## config.mk

```make
export PLATFORM = sky130hd
export DESIGN_NAME = fsm_cursor_painter
export DESIGN_NICKNAME = d
export VERILOG_FILES = /design/src/rtl/fsm_cursor_painter.sv
export SDC_FILE = /design/constraint.sdc
export NUM_CORES = 1
export LEC_CHECK = 0
export ABC_AREA = 1
export CAP_MARGIN = 20
export CELL_PAD_IN_SITES_DETAIL_PLACEMENT = 0
export CELL_PAD_IN_SITES_GLOBAL_PLACEMENT = 1
export CORE_MARGIN = 2
export CORE_UTILIZATION = 42
export CTS_CLUSTER_SIZE = 28
export DETAILED_ROUTE_END_ITERATION = 10
export PLACE_DENSITY = 0.79
export SYNTH_ARGS = -nofsm -noshare
export SYNTH_HDL_FRONTEND = slang
export SYNTH_SLANG_ARGS = --single-unit
export TNS_END_PERCENT = 1
```

## constraint.sdc

```tcl
create_clock -name clk -period 2.15 [get_ports clk]
set_input_delay 0.3225 -clock clk [delete_from_list [all_inputs] [get_ports clk]]
set_output_delay 0.3225 -clock clk [all_outputs]
set_load 0.005 [all_outputs]
```

## src/rtl/fsm_cursor_painter.sv

```systemverilog
// fsm_cursor_painter: game-logic FSM that moves a 1-pixel cursor over a GRID_W x GRID_H
// framebuffer under four direction buttons and issues single-cycle pixel writes.
// After reset it clears the framebuffer, then draws the cursor at (0,0).
// Moves are paced by an internal clock-enable tick every TICK_DIV cycles.
//
// Optional feature macro: FSM_TRAIL_EN
//   undefined : each move erases the old pixel (BG_COLOR), then draws the new one.
//   defined   : the erase is skipped, so the old pixel keeps its colour (paint mode).
//
// Ports:
//   clk, rst                      clock, synchronous active-high reset
//   btn_right/left/down/up        asynchronous direction buttons, held = move
//   color_in     [DW-1:0]         cursor colour, sampled when a move is accepted
//   mem_px_addr  [AW-1:0]         pixel address = y*GRID_W + x
//   mem_px_data  [DW-1:0]         pixel data
//   px_wr                         write strobe, one-cycle pulse per pixel
//   cursor_x/cursor_y             current cursor column/row
//   busy                          high in every state except IDLE
module fsm_cursor_painter #(
    parameter int unsigned   AW       = 8,
    parameter int unsigned   DW       = 3,
    parameter int unsigned   GRID_W   = 16,
    parameter int unsigned   GRID_H   = 16,
    parameter int unsigned   TICK_DIV = 5000000,
    parameter logic [DW-1:0] BG_COLOR = '0
) (
    input  logic                      clk,
    input  logic                      rst,
    input  logic                      btn_right,
    input  logic                      btn_left,
    input  logic                      btn_down,
    input  logic                      btn_up,
    input  logic [DW-1:0]             color_in,
    output logic [AW-1:0]             mem_px_addr,
    output logic [DW-1:0]             mem_px_data,
    output logic                      px_wr,
    output logic [$clog2(GRID_W)-1:0] cursor_x,
    output logic [$clog2(GRID_H)-1:0] cursor_y,
    output logic                      busy
);

    localparam int unsigned XW   = $clog2(GRID_W);
    localparam int unsigned YW   = $clog2(GRID_H);
    localparam int unsigned TW   = $clog2(TICK_DIV);
    localparam int unsigned NPIX = GRID_W * GRID_H;
    localparam int unsigned CW   = AW + 1;  // clear counter must be able to hold NPIX

    typedef enum logic [1:0] {
        S_CLEAR,
        S_DRAW,
        S_IDLE,
        S_ERASE
    } state_t;

    state_t          state_q, state_d;
    logic [TW-1:0]   tick_cnt_q, tick_cnt_d;
    logic [CW-1:0]   clr_cnt_q, clr_cnt_d;
    logic [3:0]      sync1_q, sync1_d;   // {right, left, down, up}
    logic [3:0]      sync2_q, sync2_d;
    logic [DW-1:0]   color_q, color_d;
    logic [XW-1:0]   tgt_x_q, tgt_x_d;
    logic [YW-1:0]   tgt_y_q, tgt_y_d;
    logic [XW-1:0]   cur_x_q, cur_x_d;
    logic [YW-1:0]   cur_y_q, cur_y_d;
    logic [AW-1:0]   addr_q, addr_d;
    logic [DW-1:0]   data_q, data_d;
    logic            wr_q, wr_d;
    logic            busy_q, busy_d;

    logic            tick_c;
    logic [XW-1:0]   move_x_c;
    logic [YW-1:0]   move_y_c;

    function automatic logic [AW-1:0] pix_addr(input logic [XW-1:0] x, input logic [YW-1:0] y);
        return AW'(32'(y) * GRID_W + 32'(x));
    endfunction

    assign tick_c = (tick_cnt_q == TW'(TICK_DIV - 1));

    // Target position from synced buttons: right > left > down > up, one axis per tick, wrapping.
    always_comb begin
        move_x_c = cur_x_q;
        move_y_c = cur_y_q;
        if (sync2_q[3]) begin
            move_x_c = (cur_x_q == XW'(GRID_W - 1)) ? '0 : cur_x_q + XW'(1);
        end else if (sync2_q[2]) begin
            move_x_c = (cur_x_q == '0) ? XW'(GRID_W - 1) : cur_x_q - XW'(1);
        end else if (sync2_q[1]) begin
            move_y_c = (cur_y_q == YW'(GRID_H - 1)) ? '0 : cur_y_q + YW'(1);
        end else if (sync2_q[0]) begin
            move_y_c = (cur_y_q == '0) ? YW'(GRID_H - 1) : cur_y_q - YW'(1);
        end
    end

    // Next state; every output is computed for the state being entered, then registered.
    always_comb begin
        state_d    = state_q;
        tick_cnt_d = tick_c ? '0 : tick_cnt_q + TW'(1);
        clr_cnt_d  = clr_cnt_q;
        sync1_d    = {btn_right, btn_left, btn_down, btn_up};
        sync2_d    = sync1_q;
        color_d    = color_q;
        tgt_x_d    = tgt_x_q;
        tgt_y_d    = tgt_y_q;
        cur_x_d    = cur_x_q;
        cur_y_d    = cur_y_q;
        addr_d     = addr_q;
        data_d     = data_q;
        wr_d       = 1'b0;

        case (state_q)
            S_CLEAR: begin
                if (clr_cnt_q < CW'(NPIX)) begin
                    wr_d      = 1'b1;
                    addr_d    = AW'(clr_cnt_q);
                    data_d    = BG_COLOR;
                    clr_cnt_d = clr_cnt_q + CW'(1);
                end else begin
                    state_d = S_DRAW;
                    wr_d    = 1'b1;
                    addr_d  = pix_addr(cur_x_q, cur_y_q);
                    data_d  = color_in;
                    color_d = color_in;
                end
            end
            S_IDLE: begin
                if (tick_c && (|sync2_q)) begin
                    color_d = color_in;
                    wr_d    = 1'b1;
`ifdef FSM_TRAIL_EN
                    state_d = S_DRAW;
                    addr_d  = pix_addr(move_x_c, move_y_c);
                    data_d  = color_in;
                    cur_x_d = move_x_c;
                    cur_y_d = move_y_c;
`else
                    state_d = S_ERASE;
                    addr_d  = pix_addr(cur_x_q, cur_y_q);
                    data_d  = BG_COLOR;
                    tgt_x_d = move_x_c;
                    tgt_y_d = move_y_c;
`endif
                end
            end
            S_ERASE: begin
                state_d = S_DRAW;
                wr_d    = 1'b1;
                addr_d  = pix_addr(tgt_x_q, tgt_y_q);
                data_d  = color_q;
                cur_x_d = tgt_x_q;
                cur_y_d = tgt_y_q;
            end
            S_DRAW: begin
                state_d = S_IDLE;
            end
            default: begin
                state_d = S_CLEAR;
            end
        endcase

        busy_d = (state_d != S_IDLE);
    end

    // State and output registers with synchronous reset.
    always_ff @(posedge clk) begin
        if (rst) begin
            state_q    <= S_CLEAR;
            tick_cnt_q <= '0;
            clr_cnt_q  <= '0;
            sync1_q    <= '0;
            sync2_q    <= '0;
            color_q    <= '0;
            tgt_x_q    <= '0;
            tgt_y_q    <= '0;
            cur_x_q    <= '0;
            cur_y_q    <= '0;
            addr_q     <= '0;
            data_q     <= '0;
            wr_q       <= 1'b0;
            busy_q     <= 1'b1;
        end else begin
            state_q    <= state_d;
            tick_cnt_q <= tick_cnt_d;
            clr_cnt_q  <= clr_cnt_d;
            sync1_q    <= sync1_d;
            sync2_q    <= sync2_d;
            color_q    <= color_d;
            tgt_x_q    <= tgt_x_d;
            tgt_y_q    <= tgt_y_d;
            cur_x_q    <= cur_x_d;
            cur_y_q    <= cur_y_d;
            addr_q     <= addr_d;
            data_q     <= data_d;
            wr_q       <= wr_d;
            busy_q     <= busy_d;
        end
    end

    assign mem_px_addr = addr_q;
    assign mem_px_data = data_q;
    assign px_wr       = wr_q;
    assign cursor_x    = cur_x_q;
    assign cursor_y    = cur_y_q;
    assign busy        = busy_q;

endmodule

```

==> results of run 1 <==
[cell type report]
type                    count  area (um2)  area share (%)
multi-input cells         400        1970            44.5
inverters                  71         267            6.01
flip-flops and latches     74        1480            33.4
repair buffers             35         335            7.56
clock inverters             4        98.8            2.23
well taps                 108         135            3.05
clock buffers              12         145            3.27
[cell usage after synthesis (all sizes together), types with 3 or more instances]
cell type  instances  area [um2]
a21oi             54         274
a32oi              3        26.3
buf               11        75.1
clkbuf             7        37.5
dfxtp             74        1480
ha                11         138
inv               71         267
nand2            137         519
nand3             39         195
nand4              7        65.1
nor2              87         364
nor3              11        71.3
nor3b              6        45.0
o21ai             26         130
or2                3        18.8
xor2               5        43.8
[sequential cells by signal, summed over array words and instances, names as in the netlist]
name,cells
mem_px_addr,8
sync1_q,4
sync2_q,4
cursor_x,4
px_wr,1
clr_cnt_q,9
tgt_x_q,4
tgt_y_q,4
tick_cnt_q,23
state_q,2
mem_px_data,3
color_q,3
cursor_y,4
busy,1
[stage by stage]
step | hold WS, ns | worst slack (ns) | utilization (%) | std cells
final | 0.404 | 0.309 | 50.4 | 704
after global routing | 0.427 | 0.0331 | 50.4 | 704
after CTS | 0.406 | 0.318 | 50.4 | 704
after detailed placement | 0.395 | 0.337 | 47.6 | 688
after global placement | 0.390 | 0.338 | 47.6 | 688
after floorplan | 0.388 | 0.653 | - | 563
[path summary, 6_finish.rpt]
path	slack (ns)	depth (start not counted)	to	startpoint
max	0.31	10	clr_cnt_q[8]$_SDFFE_PP0P_	state_q[0]$_SDFF_PP0_
min reg2reg	0.40	2	sync2_q[0]$_SDFF_PP0_	sync1_q[0]$_SDFF_PP0_
min	0.40	2	sync2_q[0]$_SDFF_PP0_	sync1_q[0]$_SDFF_PP0_
max reg2reg	0.31	10	clr_cnt_q[8]$_SDFFE_PP0P_	state_q[0]$_SDFF_PP0_
[worst reg2reg max path: cells and delay by family (launching register included)]
kind | cells | cell delay (ns)
buffers and inverters | 3 | 0.24
adders and majority gates | 1 | 0.19
AOI/OAI and AO/OA | 1 | 0.09
DFF | 1 | 0.34
and+or+nand+nor | 5 | 0.92
[where the power goes]
| part | switching, mW | total [mW] | leakage [nW] | internal (mW) |
|---|---|---|---|---|
| combinational | 0.342 | 0.630 | 1.15 | 0.289 |
| sequential | 0.0685 | 1.56 | 0.600 | 1.49 |
| clock | 0.504 | 1.31 | 0.121 | 0.806 |
| total | 0.914 | 3.50 | 1.88 | 2.59 |
[per-layer routing]
layer | share of wire (%) | global-route usage, %
met1 | 51 | 26.6
met2 | 44 | 30.8
met3 | 3.6 | 4.36
met4 | 0.75 | 3.27
met5 | 0 | 0
[cell families (layout without fill, tap and decap cells)]
| logic type | after synthesis | after routing | synth area share (%) |
|---|---|---|---|
| AO/OA/AOI/OAI | 89 | 89 | 12.4 |
| adder cells (fa/ha/maj) | 11 | 11 | 3.59 |
| AND/OR/NAND/NOR | 293 | 293 | 33.9 |
| XOR/XNOR | 7 | 7 | 1.60 |
| flip-flops | 74 | 74 | 38.6 |
| buffers and inverters | 89 | 122 | 9.89 |
==> Flow_metrics.wiki, run 1 <==
{| class="wikitable"
! Metric !! Value
|-
| Placed inst area || between 4000 and 5000 um2
|-
| Vias per cell || 4.96
|-
| Synth Area per Inst || 6.81 um2
|-
| Post-synthesis async set-or-reset flop share || 0%
|-
| Distinct cell type count after synthesis || 39
|-
| Post-synthesis instance area || roughly 3800 um2
|-
| Critical path's largest stage delay || 0.37 ns
|-
| Dominant synthesized flop cell || dfxtp_1
|-
| Worst path cell trace || inv_1 > ha_1 > inv_2 > nor2_4 > nand3_1 > nor3_1 > nand2_1 > nor2_1 > o21ai_0 > inv_1
|-
| Maximum number of pins on one net before global-route repair || 29
|-
| Category of the critical setup timing path || reg2reg
|-
| Synth-to-Final Area Change || 15.7%
|-
| PD cells || 789 nW/um2
|-
| Biggest fanout along the worst timing path || 7
|-
| Clock slew at reported path FFs || approximately 0.070 ns
|-
| Worst slew slack as a fraction of its limit || 50.8%
|-
| Most common cell on crit path || inv_1
|-
| Worst Path Arrival || 2.12 ns
|-
| Total nets after synthesis || 583
|-
| Most common cell after layout, fill and taps aside || nand2_1
|-
| Number of endpoints with negative hold slack in the final report || 0
|-
| Area of the core region || 8810 um2
|-
| Final Slew Violations || 0
|-
| Wire length of the first global-routing pass || roughly 15000 um
|-
| Number of CTS-inserted buffers || 9
|-
| Endpoint kind of the worst setup timing path || register
|-
| Placer congestion estimate || 0.847
|-
| Synth Warn # || 0
|-
| Clock Sink Count || 74
|-
| Number of rows created at floorplan || 34
|-
| Overall die width || 99.6 um
|-
| Vias in the first global route || 3282
|-
| Number of enable flip-flop cells after synthesis || 0
|-
| Part of the Yosys area used for sequential elements || 38.6%
|-
| Final setup violation count || 0
|-
| Commonest cells after routing, fill and taps aside || nand2_1 (135), nor2_1 (80), dfxtp_1 (74), inv_1 (68), a21oi_1 (53)
|-
| Number of instances resized during post-cts repair || 0
|-
| Clock Skews || 0.0124 ns
|-
| CP Buf/Inv Count || 3
|-
| Worst min-delay path class || reg2reg
|-
| Fraction of final layout cells sized beyond drive strength 1 || under 10%
|-
| CTS Root Buffer Type || clkbuf_8
|-
| Drt first-iter violations || 181
|-
| Clock tree from TritonCTS || yes
|-
| Required time of the critical path || 2.43 ns
|-
| Count of nets left with antenna violations after detail routing || 0
|-
| Number of violations of the max-capacitance limit || 0
|-
| Post-route cell area || 4440 um2
|-
| Gate count after technology mapping || roughly 560
|-
| Final TNS setup || 0 ns
|-
| Port-buffer cells || 29
|-
| Crit-path leading delay family || simple AND/OR/NAND/NOR gates
|-
| Initial antenna violation count || 0
|-
| Hold-fix buffers, CTS || 0
|-
| Post-CTS setup buffer count || 0
|-
| Wire per inst || 12.5 um
|-
| Seq cells post-synth || 74
|-
| Antenna cells || 0
|-
| Min cycle time layout || 1.84 ns
|-
| Overall die height || 99.6 um
|-
| Total Die Area || 9910 um2
|-
| RSZ-0062 raised after global routing || no
|-
| Worst skew pair latency || 0.34 ns
|-
| Element type at the critical path start || register
|-
| Fraction of the cycle the final worst path needs || a little under nine tenths
|-
| Slew at the pin closest to its max-slew limit || ~0.74 ns
|-
| FILL cells || 916
|-
| Residual DRC count || 0
|-
| CTS H-tree depth || 3
|-
| Max clock buf depth || 2
|-
| Total Routing Usage GR || 19.1%
|-
| Highest achievable clock rate || 0.543 GHz
|-
| Cell type of the slowest stage on the worst timing path || nor3_1
|-
| Peak VDD IR || 0.345 mV
|-
| Detailed Routing Iterations Pass 1 || 4
|-
| Number of vias after detailed routing || 3491
|-
| Total power draw || 3.50 mW
|-
| Result of the run || finished, final reports clean
|-
| Leakage || 1.88 nW
|-
| Top Ports || 30
|-
| Initial cell density of the core || 43.5%
|-
| Number of nets in the layout || 611
|-
| Placed wire-length estimate after detailed placement || slightly above 6000 um
|-
| Final wirelength || 8790 um
|-
| GRT Residual Overflow || 0
|}
No activity file was read; power rests on OpenSTA's default activity.
==> run 2, diff against run 1 <==
Settings changed: ABC_AREA 1 to 0, CORE_UTILIZATION 42 to 44, PLACE_DENSITY 0.79 to 0.78.
==> Flow_metrics.wiki, run 2 <==
{| class="wikitable"
! Metric !! Value
|-
| Worst slew slack as a fraction of its limit || 60.9% (+10 points)
|-
| Number of vias after detailed routing || 2837 (-19%)
|-
| Overall die width || 94.5 um (-5.0%)
|-
| Element type at the critical path start || register
|-
| FILL cells || 818 (-11%)
|-
| Drt first-iter violations || 127 (-30%)
|-
| Dominant synthesized flop cell || dfxtp_1
|-
| Count of non-filler cells in the finished layout || 539 (-23%)
|-
| GRT Residual Overflow || 0 (unchanged)
|-
| Final Slew Violations || 0 (unchanged)
|-
| Max clock buf depth || 2 (unchanged)
|-
| Highest achievable clock rate || 0.534 GHz (-1.7%)
|-
| CTS Root Buffer Type || clkbuf_8
|-
| Total Routing Usage GR || 18.1% (-1.0 points)
|-
| Cell type of the slowest stage on the worst timing path || dfxtp_1
|-
| Clock network fraction of design power || 29.7% (-7.7 points)
|-
| Endpoint kind of the worst setup timing path || register
|-
| Launching instance or port of the critical path || tick_cnt_q[0]$_SDFF_PP0_
|-
| Share of the synthesized area in the top cell type || 41.1% (+2.4 points)
|-
| Peak VDD IR || 0.413 mV (+20%)
|-
| Required time of the critical path || 2.37 ns (-0.06 ns)
|-
| Final setup violation count || 0 (unchanged)
|-
| Top Ports || 30 (unchanged)
|-
| List of most frequent post-synthesis cells || dfxtp_1 (74), nor2_1 (73), nand2_1 (23)
|-
| Hold-fix buffers, CTS || 0 (unchanged)
|-
| Most area-hungry cell type in the Yosys netlist || dfxtp_1
|-
| Origin of the worst min-delay path || rst
|-
| Post-CTS setup buffer count || 0 (unchanged)
|-
| Worst hold path cell count || 2 (unchanged)
|-
| Worst skew pair latency || 0.34 ns (about the same)
|-
| Clock slew at reported path FFs || 0.07 ns (about the same)
|-
| Total nets after synthesis || 419 (-28%)
|-
| Initial cell density of the core || 44.6% (+1.0 points)
|-
| Detailed Routing Iterations Pass 1 || 4 (unchanged)
|-
| Most common cell after layout, fill and taps aside || dfxtp_1
|-
| Biggest fanout along the worst timing path || 5 (-2)
|-
| RSZ-0062 raised after global routing || no
|-
| Dpl cells || 523 (-24%)
|-
| Clock Skews || 0.00413 ns (-0.00828 ns)
|-
| Commonest cells after routing, fill and taps aside || dfxtp_1 (74), nor2_1 (73), clkdlybuf4s50_1 (28), nand2_1 (23), xor2_1 (20)
|-
| Worst min-delay path class || in2reg
|-
| Fraction of the cycle the final worst path needs || 87.1% (+1.5 points)
|-
| Most numerous cell in the Yosys netlist || dfxtp_1
|-
| Post-synthesis async set-or-reset flop share || 0% (unchanged)
|-
| Number of instances resized during post-cts repair || 0 (unchanged)
|-
| Switching Power || 0.906 mW (-0.91%)
|-
| Overall die height || 94.5 um (-5.0%)
|-
| Category of the critical setup timing path || reg2reg
|-
| Worst Hold Endpoint || sync2_q[2]$_SDFF_PP0_
|-
| Max FFs per register || 23 (unchanged)
|-
| Synth Area per Inst || 9.04 um2 (+33%)
|-
| Placed wire-length estimate after detailed placement || 5270 um (-15%)
|-
| Synth-to-Final Area Change || 16.3%
|-
| Count of nets left with antenna violations after detail routing || 0 (unchanged)
|-
| Placed inst area || 4030 um2 (-3.8%)
|-
| Number of violations of the max-capacitance limit || 0 (unchanged)
|-
| Cells on worst reg2reg path || 7 (-3)
|-
| Critical register-to-register path endpoint || tgt_y_q[0]$_SDFFE_PP0P_
|-
| Min cycle time layout || 1.87 ns (+0.0320 ns)
|-
| Total Die Area || 8940 um2 (-9.8%)
|-
| Post-synthesis instance area || 3610 um2 (-5.9%)
|-
| Area of the core region || 8090 um2 (-8.1%)
|-
| Flop pwr share || 49.2% (+4.7 points)
|-
| Antenna cells || 0 (unchanged)
|-
| Internal portion of total power || 2.28 mW (-12%)
|-
| Switching portion of total power || 28.4% (+2.3 points)
|-
| Number of CTS-inserted buffers || 9 (unchanged)
|-
| Top cells by area, synth || dfxtp_1 (41%), nor2_1 (7.6%), xor2_1 (4.9%), mux2i_1 (4.4%), ha_1 (3.8%)
|-
| Seq cells post-synth || 74 (unchanged)
|-
| CTS H-tree depth || 3 (unchanged)
|-
| Clock Sink Count || 74 (unchanged)
|-
| Port-buffer cells || 29 (unchanged)
|-
| Fraction of final layout cells sized beyond drive strength 1 || 13.1% (+6.4 points)
|-
| Result of the run || finished, final reports clean
|-
| PD cells || 760 nW/um2 (-3.6%)
|-
| Final TNS setup || 0 ns (unchanged)
|-
| Number of endpoints with negative hold slack in the final report || 0 (unchanged)
|-
| Critical path's largest stage delay || 0.35 ns (-0.02 ns)
|-
| Wire length of the first global-routing pass || 12700 um (-18%)
|-
| Number of enable flip-flop cells after synthesis || 0 (unchanged)
|-
| Worst path cell trace || ha_1 > and4_1 > nand4_4 > nor3_4 > buf_4 > mux2i_1 > nor2_1
|-
| Synth Warn # || 0 (unchanged)
|-
| Number of nets in the layout || 449 (-27%)
|-
| Maximum number of pins on one net before global-route repair || 27 (-6.9%)
|-
| Residual DRC count || 0 (unchanged)
|-
| Gate count after technology mapping || 399 (-29%)
|-
| Post-route cell area || 4200 um2 (-5.4%)
|-
| Vias per cell || 5.26 (+6.1%)
|-
| Initial antenna violation count || 0 (unchanged)
|-
| Final wirelength || 7560 um (-14%)
|-
| Worst Path Arrival || 2.10 ns (-0.02 ns)
|-
| R2R Path Start || tick_cnt_q[0]$_SDFF_PP0_
|-
| Slew at the pin closest to its max-slew limit || 0.583 ns (-0.154 ns)
|-
| Leakage || 1.52 nW (-19%)
|-
| Wire per inst || 14.0 um (+12%)
|-
| Part of the Yosys area used for sequential elements || 41.1% (+2.4 points)
|-
| Number of rows created at floorplan || 33 (-2.9%)
|-
| Worst reg-to-reg setup slack || 0.28 ns (-0.03 ns)
|-
| Placer congestion estimate || 0.769 (-9.2%)
|-
| Register ranked first by flip-flop count || tick_cnt_q
|-
| Clock tree from TritonCTS || yes
|-
| Portion of total power attributed to combinational logic || 21.1% (+3.1 points)
|-
| Distinct cell type count after synthesis || 58 (+49%)
|-
| Vias in the first global route || 2603 (-21%)
|}
## run 2: how the worst max path moves through the flow
stage	endpoint	slack [ns]	cells past startpoint
6_report	tgt_y_q[0]$_SDFFE_PP0P_	0.28	7
5_1_grt	mem_px_addr[4]$_SDFFE_PP0P_	0.05	7
4_1_cts	tgt_y_q[0]$_SDFFE_PP0P_	0.25	7
3_5_place_dp	tgt_y_q[1]$_SDFFE_PP0P_	0.28	7
3_3_place_gp	tgt_y_q[0]$_SDFFE_PP0P_	0.31	7
2_1_floorplan	tgt_x_q[0]$_SDFFE_PP0P_	0.40	8
## run 2: final cells by class
type                            instances  area [um2]  area share [%]
Tap cell                              105         131            3.13
Clock buffer                           13         149            3.55
Sequential cell                        74        1480            35.3
Multi-Input combinational cell        289        1970            46.9
Timing Repair Buffer                   43         403            9.60
Clock inverter                          3        15.0           0.358
Inverter                               12        47.5            1.13
## run 2: metal layers
metal  vias to the layer above  part of all wire (%)  global-route usage [%]
met5                         -                     0                       0
met4                         0                   1.4                    7.73
li1                       1463                     -                       -
met2                        45                    43                    26.5
met3                         8                   3.0                    3.35
met1                      1321                    53                    25.9
## run 2: power groups by stage
stage	Sequential (mW)	Clock, mW	Combinational (mW)
after floorplan	1.58	0	0.429
after global placement	1.59	0	0.669
after detailed placement	1.60	0	0.679
after CTS	1.57	0.974	0.684
after global routing	1.58	1.02	0.761
final	1.57	0.947	0.674
## run 2: cells by family (layout without fill, tap and decap cells)
group                    Yosys count  in the layout  synth area share (%)
flip-flops                        74             74                  41.1
AO/OA/AOI/OAI                     69             69                  15.0
adder cells (fa/ha/maj)           11             11                  3.82
XOR/XNOR                          27             27                  6.56
AND/OR/NAND/NOR                  165            165                  24.5
buffers and inverters             36             71                  4.37
multiplexers                      17             17                  4.75
## run 2: stage by stage
step	hold slack (ns)	worst slack (ns)	util (%)	power [mW]
after detailed placement	0.426	0.278	49.8	2.28
after global routing	0.377	0.0457	51.8	3.36
after global placement	0.418	0.310	49.8	2.26
after CTS	0.344	0.254	51.8	3.23
after floorplan	0.414	0.397	-	2.01
final	0.356	0.277	51.8	3.19
## run 2: critical path: cells and delay by family, from the launching register on
family | cells | cell delay, ns
fa+ha+maj | 1 | 0.22
flops | 1 | 0.35
mux | 1 | 0.18
buf+inv | 1 | 0.20
simple gates | 4 | 0.79
